[src/rtl/reset_sequencer.sv]
// rtl/reset_sequencer.sv - staged reset release sequencer with soft-reset entry
//
// Releases three reset domains in a fixed order after the reset pin is
// deasserted: core first, then peripheral, then the external device pin.
// A soft request while running reasserts everything and reruns the sequence.
//
// Parameters:
//   SYNC_STAGES - depth of the reset-release synchronizer (>= 2)
//   HOLD_CYCLES - cycles after synchronized release before rst_core drops (>= 1)
//   STAGE_GAP   - cycles between successive stage releases (>= 1)
//   SOFT_MIN    - minimum cycles a soft reset holds all outputs asserted (>= 1)
//
// Ports:
//   clk        - clock
//   reset_pin  - asynchronous active-high reset
//   soft_req   - synchronous level-sensitive soft-reset request
//   rst_core   - core-domain reset, active-high, registered
//   rst_periph - peripheral-domain reset, active-high, registered
//   rst_ext    - external-device reset drive, active-high, registered
//   ready      - high only when all three resets are released, registered
//   cause      - sticky last reset source: 01 = pin, 10 = soft
module reset_sequencer #(
    parameter int SYNC_STAGES = 2,
    parameter int HOLD_CYCLES = 16,
    parameter int STAGE_GAP   = 8,
    parameter int SOFT_MIN    = 4
) (
    input  logic       clk,
    input  logic       reset_pin,
    input  logic       soft_req,
    output logic       rst_core,
    output logic       rst_periph,
    output logic       rst_ext,
    output logic       ready,
    output logic [1:0] cause
);

    // One shared counter, wide enough for the largest interval it times.
    localparam int MAX_HG = (HOLD_CYCLES > STAGE_GAP) ? HOLD_CYCLES : STAGE_GAP;
    localparam int MAX_V  = (MAX_HG > SOFT_MIN) ? MAX_HG : SOFT_MIN;
    localparam int CW     = $clog2(MAX_V + 1);

    // Terminal counts: the transition fires on the edge where the counter
    // would otherwise reach the full interval length.
    localparam logic [CW-1:0] HOLD_LAST = CW'(HOLD_CYCLES - 1);
    localparam logic [CW-1:0] GAP_LAST  = CW'(STAGE_GAP - 1);
    localparam logic [CW-1:0] SOFT_LAST = CW'(SOFT_MIN - 1);
    localparam logic [CW-1:0] CNT_MAX   = {CW{1'b1}};

    localparam logic [1:0] CAUSE_PIN  = 2'b01;
    localparam logic [1:0] CAUSE_SOFT = 2'b10;

    typedef enum logic [2:0] {
        HOLD = 3'd0,
        GAP1 = 3'd1,
        GAP2 = 3'd2,
        RUN  = 3'd3,
        SOFT = 3'd4
    } state_t;

    state_t                 state;
    logic [CW-1:0]          cnt;
    logic [SYNC_STAGES-1:0] sync_ff;
    logic                   synced;

    // Release synchronizer: asserts asynchronously with the pin, releases
    // only after the 0 has walked through every stage.
    always_ff @(posedge clk or posedge reset_pin) begin
        if (reset_pin) begin
            sync_ff <= '1;
        end else begin
            sync_ff <= {sync_ff[SYNC_STAGES-2:0], 1'b0};
        end
    end

    assign synced = sync_ff[SYNC_STAGES-1];

    always_ff @(posedge clk or posedge reset_pin) begin
        if (reset_pin) begin
            state      <= HOLD;
            cnt        <= '0;
            rst_core   <= 1'b1;
            rst_periph <= 1'b1;
            rst_ext    <= 1'b1;
            ready      <= 1'b0;
            cause      <= CAUSE_PIN;
        end else begin
            case (state)
                // Count only once the synchronized release has arrived; the
                // counter stays at 0 while the chain still carries a 1.
                HOLD: begin
                    if (!synced) begin
                        if (cnt == HOLD_LAST) begin
                            rst_core <= 1'b0;
                            cnt      <= '0;
                            state    <= GAP1;
                        end else begin
                            cnt <= cnt + 1'b1;
                        end
                    end
                end

                GAP1: begin
                    if (cnt == GAP_LAST) begin
                        rst_periph <= 1'b0;
                        cnt        <= '0;
                        state      <= GAP2;
                    end else begin
                        cnt <= cnt + 1'b1;
                    end
                end

                GAP2: begin
                    if (cnt == GAP_LAST) begin
                        rst_ext <= 1'b0;
                        ready   <= 1'b1;
                        cnt     <= '0;
                        state   <= RUN;
                    end else begin
                        cnt <= cnt + 1'b1;
                    end
                end

                RUN: begin
                    if (soft_req) begin
                        rst_core   <= 1'b1;
                        rst_periph <= 1'b1;
                        rst_ext    <= 1'b1;
                        ready      <= 1'b0;
                        cause      <= CAUSE_SOFT;
                        cnt        <= '0;
                        state      <= SOFT;
                    end
                end

                // Stay here for at least SOFT_MIN cycles and until the
                // request drops; the counter saturates so a long request
                // cannot wrap it back below the minimum.
                SOFT: begin
                    if ((cnt >= SOFT_LAST) && !soft_req) begin
                        cnt   <= '0;
                        state <= HOLD;
                    end else if (cnt != CNT_MAX) begin
                        cnt <= cnt + 1'b1;
                    end
                end

                default: begin
                    rst_core   <= 1'b1;
                    rst_periph <= 1'b1;
                    rst_ext    <= 1'b1;
                    ready      <= 1'b0;
                    cnt        <= '0;
                    state      <= HOLD;
                end
            endcase
        end
    end

endmodule

[config.mk]
export PLATFORM = sky130hd
export DESIGN_NAME = reset_sequencer
export DESIGN_NICKNAME = d
export VERILOG_FILES = /design/src/rtl/reset_sequencer.sv
export SDC_FILE = /design/constraint.sdc
export NUM_CORES = 1
export LEC_CHECK = 0
export BUFFER_PORTS_ARGS = -buffer_cell sky130_fd_sc_hd__buf_4
export CAP_MARGIN = 40
export CELL_PAD_IN_SITES_DETAIL_PLACEMENT = 1
export CELL_PAD_IN_SITES_GLOBAL_PLACEMENT = 1
export CORE_AREA = 2 2 50 52
export CTS_CLUSTER_SIZE = 14
export DETAILED_ROUTE_END_ITERATION = 8
export DIE_AREA = 0 0 52 54
export PLACE_DENSITY = 0.74
export SYNTH_ARGS = -nofsm -noshare
export SYNTH_HDL_FRONTEND = slang
export SYNTH_SLANG_ARGS = --single-unit
[constraint.sdc]
create_clock -name clk -period 2.5 [get_ports clk]
set_input_delay 0.5 -clock clk [delete_from_list [all_inputs] [get_ports clk]]
set_output_delay 0.5 -clock clk [all_outputs]
set_load 0.01 [all_outputs]
**Yosys cells after proc, flatten, opt, wreduce, memory -nomap -nowiden**

Index checks and enable logic that the tools add are counted.

- Add/sub/neg operators: 1
- Reductions and logical operators: 13
- Magnitude comparators: 1
- Mux-type cells: 24
- Equal/unequal tests: 14
- Bitwise operators: 3

Operators with widths:

| cell | number |
|---|---|
| 2-to-1 mux 5 bit | 6 |
| one-hot mux 5 bit (4 select lines) | 1 |
| 2-to-1 mux 3 bit | 6 |
| one-hot mux 3 bit (5 select lines) | 1 |
| inequality test 2 bit, second input constant | 6 |
| one-hot mux 1 bit (3 select lines) | 4 |
| AND reduction 3 bit | 3 |
| OR reduction 3 bit | 3 |
| == test 3 x 2 -> 1 bit, second input constant | 2 |
| 2-to-1 mux 1 bit | 6 |
| AND reduction 6 bit | 1 |
| adder 5 x 1 -> 5 bit, second input constant | 1 |
| == test 5 x 3 -> 1 bit, second input constant | 1 |
| == test 5 x 4 -> 1 bit, second input constant | 1 |
| greater-or-equal comparator 5 x 2 -> 1 bit, second input constant | 1 |
| inequality test 5 bit, second input constant | 1 |
| AND reduction 4 bit | 1 |
| == test 3 x 1 -> 1 bit, second input constant | 1 |
| == test 3 bit, second input constant | 1 |
| logical NOT 3 bit | 1 |
| inequality test 3 bit, second input constant | 1 |
| NOT 1 bit | 3 |
| AND reduction 2 bit | 1 |
| OR reduction 2 bit | 1 |
| 2 further kinds | 2 |

- Output and inout bits: 6
- Bits in registers: 16

**Logic depth before layout (Yosys ltp)**

Gate-level depths: netlist of the first run.

- Depth in word-level cells: 4
- Mapped depth: 8

**Worst setup path before layout of the first run**

OpenSTA, ideal clock, no wires.

- Path kind: register to register
- Start: register cnt[0]
- End: register cnt[3]
- Buffers on the path: 0
- Data arrival time: 1827 ps
- Slack: 604 ps
- Setup time: 69 ps
- Cell stages (with the launch flop): 7
- Data required time: 2431 ps
- Cells stage by stage: dfrtp_1 ha_1 and4bb_4 or3_4 nand3_2 or4b_1 nand3_1

- Cells in the longest elaborated chain, start to end: 4

RTL lines:

| element | RTL line | RTL |
|---|---|---|
| start: declaration | 62 | `logic [CW-1:0] cnt;` |
| start signal: assignment | 98 | `cnt <= cnt + 1'b1;` |
| start signal: assignment | 109 | `cnt <= cnt + 1'b1;` |
| start signal: assignment | 120 | `cnt <= cnt + 1'b1;` |
| adder 5 x 1 -> 5 bit, or another cell as far along | n/a |  |
| 2-to-1 mux 5 bit, or another cell as far along | 143 | `end else if (cnt != CNT_MAX) begin` |
| 2-to-1 mux 5 bit, or another cell as far along | 140 | `if ((cnt >= SOFT_LAST) && !soft_req) begin` |
| one-hot mux 5 bit (4 select lines) or AND reduction 3 bit (tied branches) | n/a |  |

Several ways; a longest one is shown, not always the timed one. The select of a mux whose other input is x is not followed.
A chain may end at the register's enable or synchronous reset.

**Final worst setup path of the first run**

- Start: register cnt[0]
- End: register state[0]

- Cells in the longest elaborated chain, start to end: 4

RTL lines:

| element | RTL line | RTL |
|---|---|---|
| greater-or-equal comparator 5 x 2 -> 1 bit | 140 |  |
| logical AND 1 bit | 140 |  |
| inequality test 2 bit (no source line) | n/a |  |
| AND reduction 6 bit (no source line) * | n/a |  |
| end signal: assignment | 132 | `state <= SOFT;` |
| end signal: assignment | 142 | `state <= HOLD;` |
| end signal: assignment | 154 | `state <= HOLD;` |
| end: declaration | 61 | `state_t state;` |

Every way passes the cells marked *; elsewhere a longest branch is shown, timed or not.

==> impl_metrics.ini, run 1 <==
[sta]
rsz0062_at_grt = false
finalClockSkew_ns = 0.00189
fmax_mhz = 476
worst_slew_pin_slew_ns = 0.587
slew_headroom_pct = 60.8
holdWs_ns = 0.263
fin_crit_sh_pct = 84.0
report.final.hold_viol_count = 0
setup-tns-final_ns = 0
timing.final.ws_setup_ns = 0.400
report.final.slew_viol_count = 0
timing.final.crit_period_ns = 2.10
setup_violations = 0

[worst_setup_path]
critical_path.max_fanout = 6
crit_family = simple AND/OR/NAND/NOR gates
path_class = flip-flop to flip-flop
critical_path.n_buffers_inverters = 1
cp_cell_sequence = ha_1 -> nand3_1 -> inv_1 -> ha_1 -> nand2b_1 -> nand3_2 -> nor2b_1 -> mux2_2
worst_path_arrival_time_ns = 2.29
critical_path.startpoint_type = flip-flop
critPathSlowestCell = sky130_fd_sc_hd__dfrtp_1
timing.critical_path.mode_cell = sky130_fd_sc_hd__ha_1
timing.critical_path.required_ns = 2.69
critical_path.max_stage_delay_ns = 0.43
endpoint_kind = flip-flop
reg2reg_depth = 8
timing.critical_path.depth = 8

[pwr]
power_dens_cells_mw_per_mm2 = 1180
vdd.ir_drop.worst_mv = 0.515
cellLeakagePower_uw = 0.000427

[global_routing]
grt_pass1_wl_um = 3120
antenna_found_initial = 0
via_count_of_the_first_global_routing_pass = 671
gr-usage-all-layers_pct = 15.8
grt_max_degree = 17
global_route.overflow_total = 0

[clocking]
cts_sinks = 16
cts-buffers-inserted = 3
post-cts-setup-buffer-count = 0
clk_path_buf_depth = 2
tritoncts = yes
h_tree_depth = 1
worst_setup_hold_path_clk_slew_ns = 0.09
cts_resized = 0
hold_buffers = 0
worstSkewPairLatency_ns = 0.29
cts_root_buf = sky130_fd_sc_hd__clkbuf_4

[logic_synthesis]
netlist-cell-type-count = 33
synth_compound_gate_area_share_pct = 11.4
netlist_instances = 89
syn-mean-instance-area_um2 = 9.74
synth_largest_type_area_fraction_pct = 28.9
synth_top_flop_cell = sky130_fd_sc_hd__dfrtp_1
post_synth_fa_ha_maj_area_fraction_pct = 5.77
ys_async_sr_fraction_pct = 100
synth_common_cells = sky130_fd_sc_hd__nand2_1 (11), sky130_fd_sc_hd__dfrtp_1 (10), sky130_fd_sc_hd__nor2_1 (8), sky130_fd_sc_hd__dfstp_2 (6), sky130_fd_sc_hd__nand3_1 (6)
synth_top_family_by_area = simple AND/OR/NAND/NOR gates
post-synth-top-count-cell = sky130_fd_sc_hd__nand2_1
post_synth_and_or_nand_nor_area_fraction_pct = 26.3
syn_nets = 96
yosys-mux-area-fraction_pct = 3.75
synth.yosys.seq_area_share_pct = 47.0
ys_seq_elements = 16
number_of_enable_type_register_cells_in_the_synthesized_netlist = 0
synth.yosys.warnings = 0
synthTopCellsByArea = sky130_fd_sc_hd__dfrtp_1 (29%), sky130_fd_sc_hd__dfstp_2 (18%), sky130_fd_sc_hd__ha_1 (5.8%)
synth-xor-area-share_pct = 2.02
synth_top_area_cell = sky130_fd_sc_hd__dfrtp_1
cell_area_synth_um2 = 867

[layout]
final_nets = 106
antennaDiodeCount = 0
area_delta_synth_final_pct = 13.4
finalCoreUtilization_pct = 42.4
num-fill-cells = 267
post_route_cells_drive_above_1_share_pct = 24.5

[route]
wl_met2_um = 828
drtIter0Drc = 3
dr_wl_met3_um = 32
dr.max_layer_used = met4
detail_route.wirelength_um = 1800
avgRoutedWirePerCell_um = 14.0
first_pass_iters = 4
viasPerCell = 5.18
via_count = 663
wl_met1_um = 887
antenna_left = 0
drcViolationCount = 0

[placement]
port_buffers = 8
placement.setup.worst_slack_ns = 0.440
gp_congestion = 0.757
dp_hpwl_um = 1320

[flow_run]
drv_cap = 0

[run_status]
run_status = complete, no violations

[floorplan]
boundaryPins = 9
initial_core_utilization_pct = 37.4
floorplan.die.height_um = 54
fp.dieW_um = 52
placeableCoreArea_mm2 = 0.00232
fp.dieArea_mm2 = 0.00281
std_cell_rows = 18

[hold_path]
min_path_type = input pin to async pin
==> registers in the layout, summed over array words and instances (netlist names) <==
signal	cells
rst_core	1
rst_ext	1
sync_ff	2
ready	1
rst_periph	1
cause	2
state	3
cnt	5
==> final timing paths <==
kind                       slack (ns)          to  startpoint
setup reg to reg                 0.40    state[0]      cnt[0]
hold reg to reg                  0.36  sync_ff[1]  sync_ff[0]
max in group asynchronous        1.86      cnt[4]   reset_pin
setup / recovery                 0.40    state[0]      cnt[0]
min in group clk                 0.36  sync_ff[1]  sync_ff[0]
hold / removal                   0.26       ready   reset_pin
==> kinds of logic (layout without fill, tap and decap cells) <==
kind of cell | count (synthesis) | count (layout)
AO/OA/AOI/OAI | 16 | 16
XOR/XNOR | 2 | 2
adder cells (fa/ha/maj) | 4 | 4
buffers and inverters | 6 | 15
flip-flops | 16 | 16
multiplexers | 3 | 3
other | 1 | 1
AND/OR/NAND/NOR | 41 | 41
==> placed cells by master, fill, tap and decap left out, types with 3 or more instances in the layout <==
master / instances
sky130_fd_sc_hd__nand2_1: 11
sky130_fd_sc_hd__dfrtp_1: 10
sky130_fd_sc_hd__nor2_1: 8
sky130_fd_sc_hd__buf_4: 8
sky130_fd_sc_hd__nand3_1: 6
sky130_fd_sc_hd__dfstp_2: 6
sky130_fd_sc_hd__a21oi_1: 5
sky130_fd_sc_hd__o21ai_0: 4
sky130_fd_sc_hd__ha_1: 4
sky130_fd_sc_hd__nor3_1: 3
sky130_fd_sc_hd__inv_1: 3
sky130_fd_sc_hd__clkbuf_4: 3
==> power by group <==
part | internal, uW | switching [uW]
clock network | 88.9 | 83.5
logic | 240 | 272
registers | 339 | 134
total | 668 | 489
==> layout make-up <==
class | count | area, um2 | area share [%]
clock buffers | 4 | 36.3 | 3.69
inverters | 3 | 11.3 | 1.15
multi-input cells | 67 | 430 | 43.8
flip-flops and latches | 16 | 408 | 41.5
repair buffers | 8 | 60.1 | 6.11
well taps | 30 | 37.5 | 3.82
==> metal layers <==
metal,track usage (%),vias up
met5,0,-
met4,9.21,0
met3,3.33,5
met2,24.3,6
met1,20.7,324
li1,-,328
==> through the flow <==
step                      cells  total power (uW)  area (um2)
after floorplan              89               862         867
after global placement      124               958         947
after detailed placement    124               984         947
after CTS                   128              1170         983
after global routing        128              1260         983
final                       128              1160         983
No activity file was read; power rests on OpenSTA's default activity.
==> run 2, diff against run 1 <==
--- a/config.mk
+++ b/config.mk
@@ -9,10 +9,10 @@
 export CAP_MARGIN = 40
 export CELL_PAD_IN_SITES_DETAIL_PLACEMENT = 1
 export CELL_PAD_IN_SITES_GLOBAL_PLACEMENT = 1
-export CORE_AREA = 2 2 50 52
+export CORE_AREA = 2 2 51 53
 export CTS_CLUSTER_SIZE = 14
 export DETAILED_ROUTE_END_ITERATION = 8
-export DIE_AREA = 0 0 52 54
+export DIE_AREA = 0 0 53 55
 export PLACE_DENSITY = 0.74
 export SYNTH_ARGS = -nofsm -noshare
 export SYNTH_HDL_FRONTEND = slang
==> constraint.sdc (replaced) <==
create_clock -name clk -period 1.8 [get_ports clk]
set_input_delay 0.36 -clock clk [delete_from_list [all_inputs] [get_ports clk]]
set_output_delay 0.36 -clock clk [all_outputs]
set_load 0.01 [all_outputs]
==> impl_metrics.ini, run 2 (same netlist as run 1, synthesis figures left out) <==
[layout]
multi_input_area_um2 = 513
post_route_cells_drive_above_1_share_pct = 42.5
largest_register_ff_count = 5
largest_registers_in_the_final_layout = cnt (5), state (3)
final_nets = 121
area_delta_synth_final_pct = 35.6
most_common_cell_after_layout_fill_and_taps_aside = sky130_fd_sc_hd__buf_4
antennaDiodeCount = 0
num-fill-cells = 287
final-seq-area_um2 = 408
most-common-layout-cells = sky130_fd_sc_hd__buf_4 (21), sky130_fd_sc_hd__nand2_1 (11), sky130_fd_sc_hd__dfrtp_1 (10), sky130_fd_sc_hd__nor2_1 (8), sky130_fd_sc_hd__dfstp_2 (6)
final_cell_area_mm2 = 0.00118
max_flop_register = cnt

[global_routing]
antenna_found_initial = 0
grt_pass1_wl_um = 3750
via_count_of_the_first_global_routing_pass = 785
global_route.overflow_total = 0
gr-usage-all-layers_pct = 18.4
grt_max_degree = 17

[sta]
report.final.hold_viol_count = 0
holdWs_ns = 0.132
fin_crit_sh_pct = 105
finalClockSkew_ns = 0.0171
slew_headroom_pct = 57.6
timing.final.crit_period_ns = 1.89
setup_violations = 3
timing.final.ws_setup_ns = -0.0852
fmax_mhz = 530
report.final.slew_viol_count = 0
worst_slew_pin_slew_ns = 0.635
rsz0062_at_grt = true

[clocking]
cts_root_buf = sky130_fd_sc_hd__clkbuf_4
h_tree_depth = 1
tritoncts = yes
clk_path_buf_depth = 2
worst_setup_hold_path_clk_slew_ns = 0.11
worstSkewPairLatency_ns = 0.30
cts_sinks = 16
cts-buffers-inserted = 3

[floorplan]
std_cell_rows = 18
placeableCoreArea_mm2 = 0.00236
floorplan.die.height_um = 55
initial_core_utilization_pct = 36.7
fp.dieArea_mm2 = 0.00292
fp.dieW_um = 53
boundaryPins = 9

[pwr]
seqPwrFrac_pct = 31.6
power_frac_clock_pct = 10.5
vdd.ir_drop.worst_mv = 0.882
power_switching_uw = 853
share_comb_of_total_power_pct = 57.9
internal-power_uw = 1150
cellLeakagePower_uw = 0.000521
power_dens_cells_mw_per_mm2 = 1700
p_sw_share_pct = 42.6

[route]
detail_route.wirelength_um = 2260
viasPerCell = 5.24
first_pass_iters = 4
antenna_left = 0
drtIter0Drc = 5
via_count = 749
drcViolationCount = 0
avgRoutedWirePerCell_um = 15.8

[worst_setup_path]
timing.critical_path.required_ns = 2.05
worst_path_arrival_time_ns = 2.13
critical_path.max_fanout = 4
path_class = flip-flop to flip-flop
reg2reg_depth = 6
critical_path.startpoint_type = flip-flop
crit_path_start = cnt[1]
endpoint_kind = flip-flop
startpoint_of_the_most_critical_register_to_register_path = cnt[1]

[placement]
dpl_cell_area_mm2 = 0.00105
port_buffers = 8
dp_hpwl_um = 1630
gp_congestion = 0.857

[run_status]
run_status = finished with violations
failed_checks = setup timing

[hold_path]
min_path_type = input pin to async pin

[flow_run]
drv_cap = 0
[run 2: path summary, 6_finish.rpt]
check	endpoint	slack, ns
min in group clk	sync_ff[1]	0.36
min reg2reg	sync_ff[1]	0.36
min	state[2]	0.13
max	cnt[3]	-0.09
max in group asynchronous	state[0]	1.24
max reg2reg	cnt[3]	-0.09
[run 2: timing repair]
action,CTS,global route
hold buffers,0,0
buffers inserted,1,1
setup endpoints to repair,5,6
hold endpoints to repair,0,0
pin swaps,5,3
resized for setup,5,12
[run 2: metrics by stage]
step | power (uW) | setup slack [ns] | util (%) | setup TNS, ns | std cells
6_report | 2000 | -0.0852 | 49.7 | -0.0951 | 143
4_1_cts | 1860 | -0.0597 | 46.7 | -0.143 | 142
2_1_floorplan | 1200 | -0.0447 | - | -0.0486 | 89
5_1_grt | 2160 | -0.141 | 49.7 | -0.490 | 143
3_3_place_gp | 1490 | -0.0394 | 44.3 | -0.0394 | 137
3_5_place_dp | 1560 | -0.101 | 44.3 | -0.317 | 137
[run 2: power by group through the flow]
stage                     logic, uW  clock network [uW]  registers, uW
after floorplan                 631                   0            569
after global placement          896                   0            598
after detailed placement        946                   0            613
after CTS                      1030                 220            610
after global routing           1280                 226            651
final                          1160                 210            633
[run 2: metal layers]
metal / share of wire (%) / track usage (%) / vias up
li1: - / - / 360
met1: 45 / 23.5 / 377
met2: 52 / 31.5 / 8
met3: 1.6 / 1.61 / 4
met4: 1.6 / 8.97 / 0
met5: 0 / 0 / -
[run 2: area by class of cell]
type	instances	share of cell area (%)
sequential	16	34.7
timing repair buffer	23	15.3
clock buffer	4	2.23
tap	30	3.19
multi-input combinational	67	43.6
inverter	3	0.957
[run 2: critical path, cell delays in order, from the launching register on]
cell and delay (ns):
sky130_fd_sc_hd__dfrtp_1 0.43, sky130_fd_sc_hd__ha_4 0.20, sky130_fd_sc_hd__and4bb_4 0.20, sky130_fd_sc_hd__or3_4 0.35, sky130_fd_sc_hd__nand3_4 0.12, sky130_fd_sc_hd__or4b_4 0.47
sky130_fd_sc_hd__nand3_2 0.07
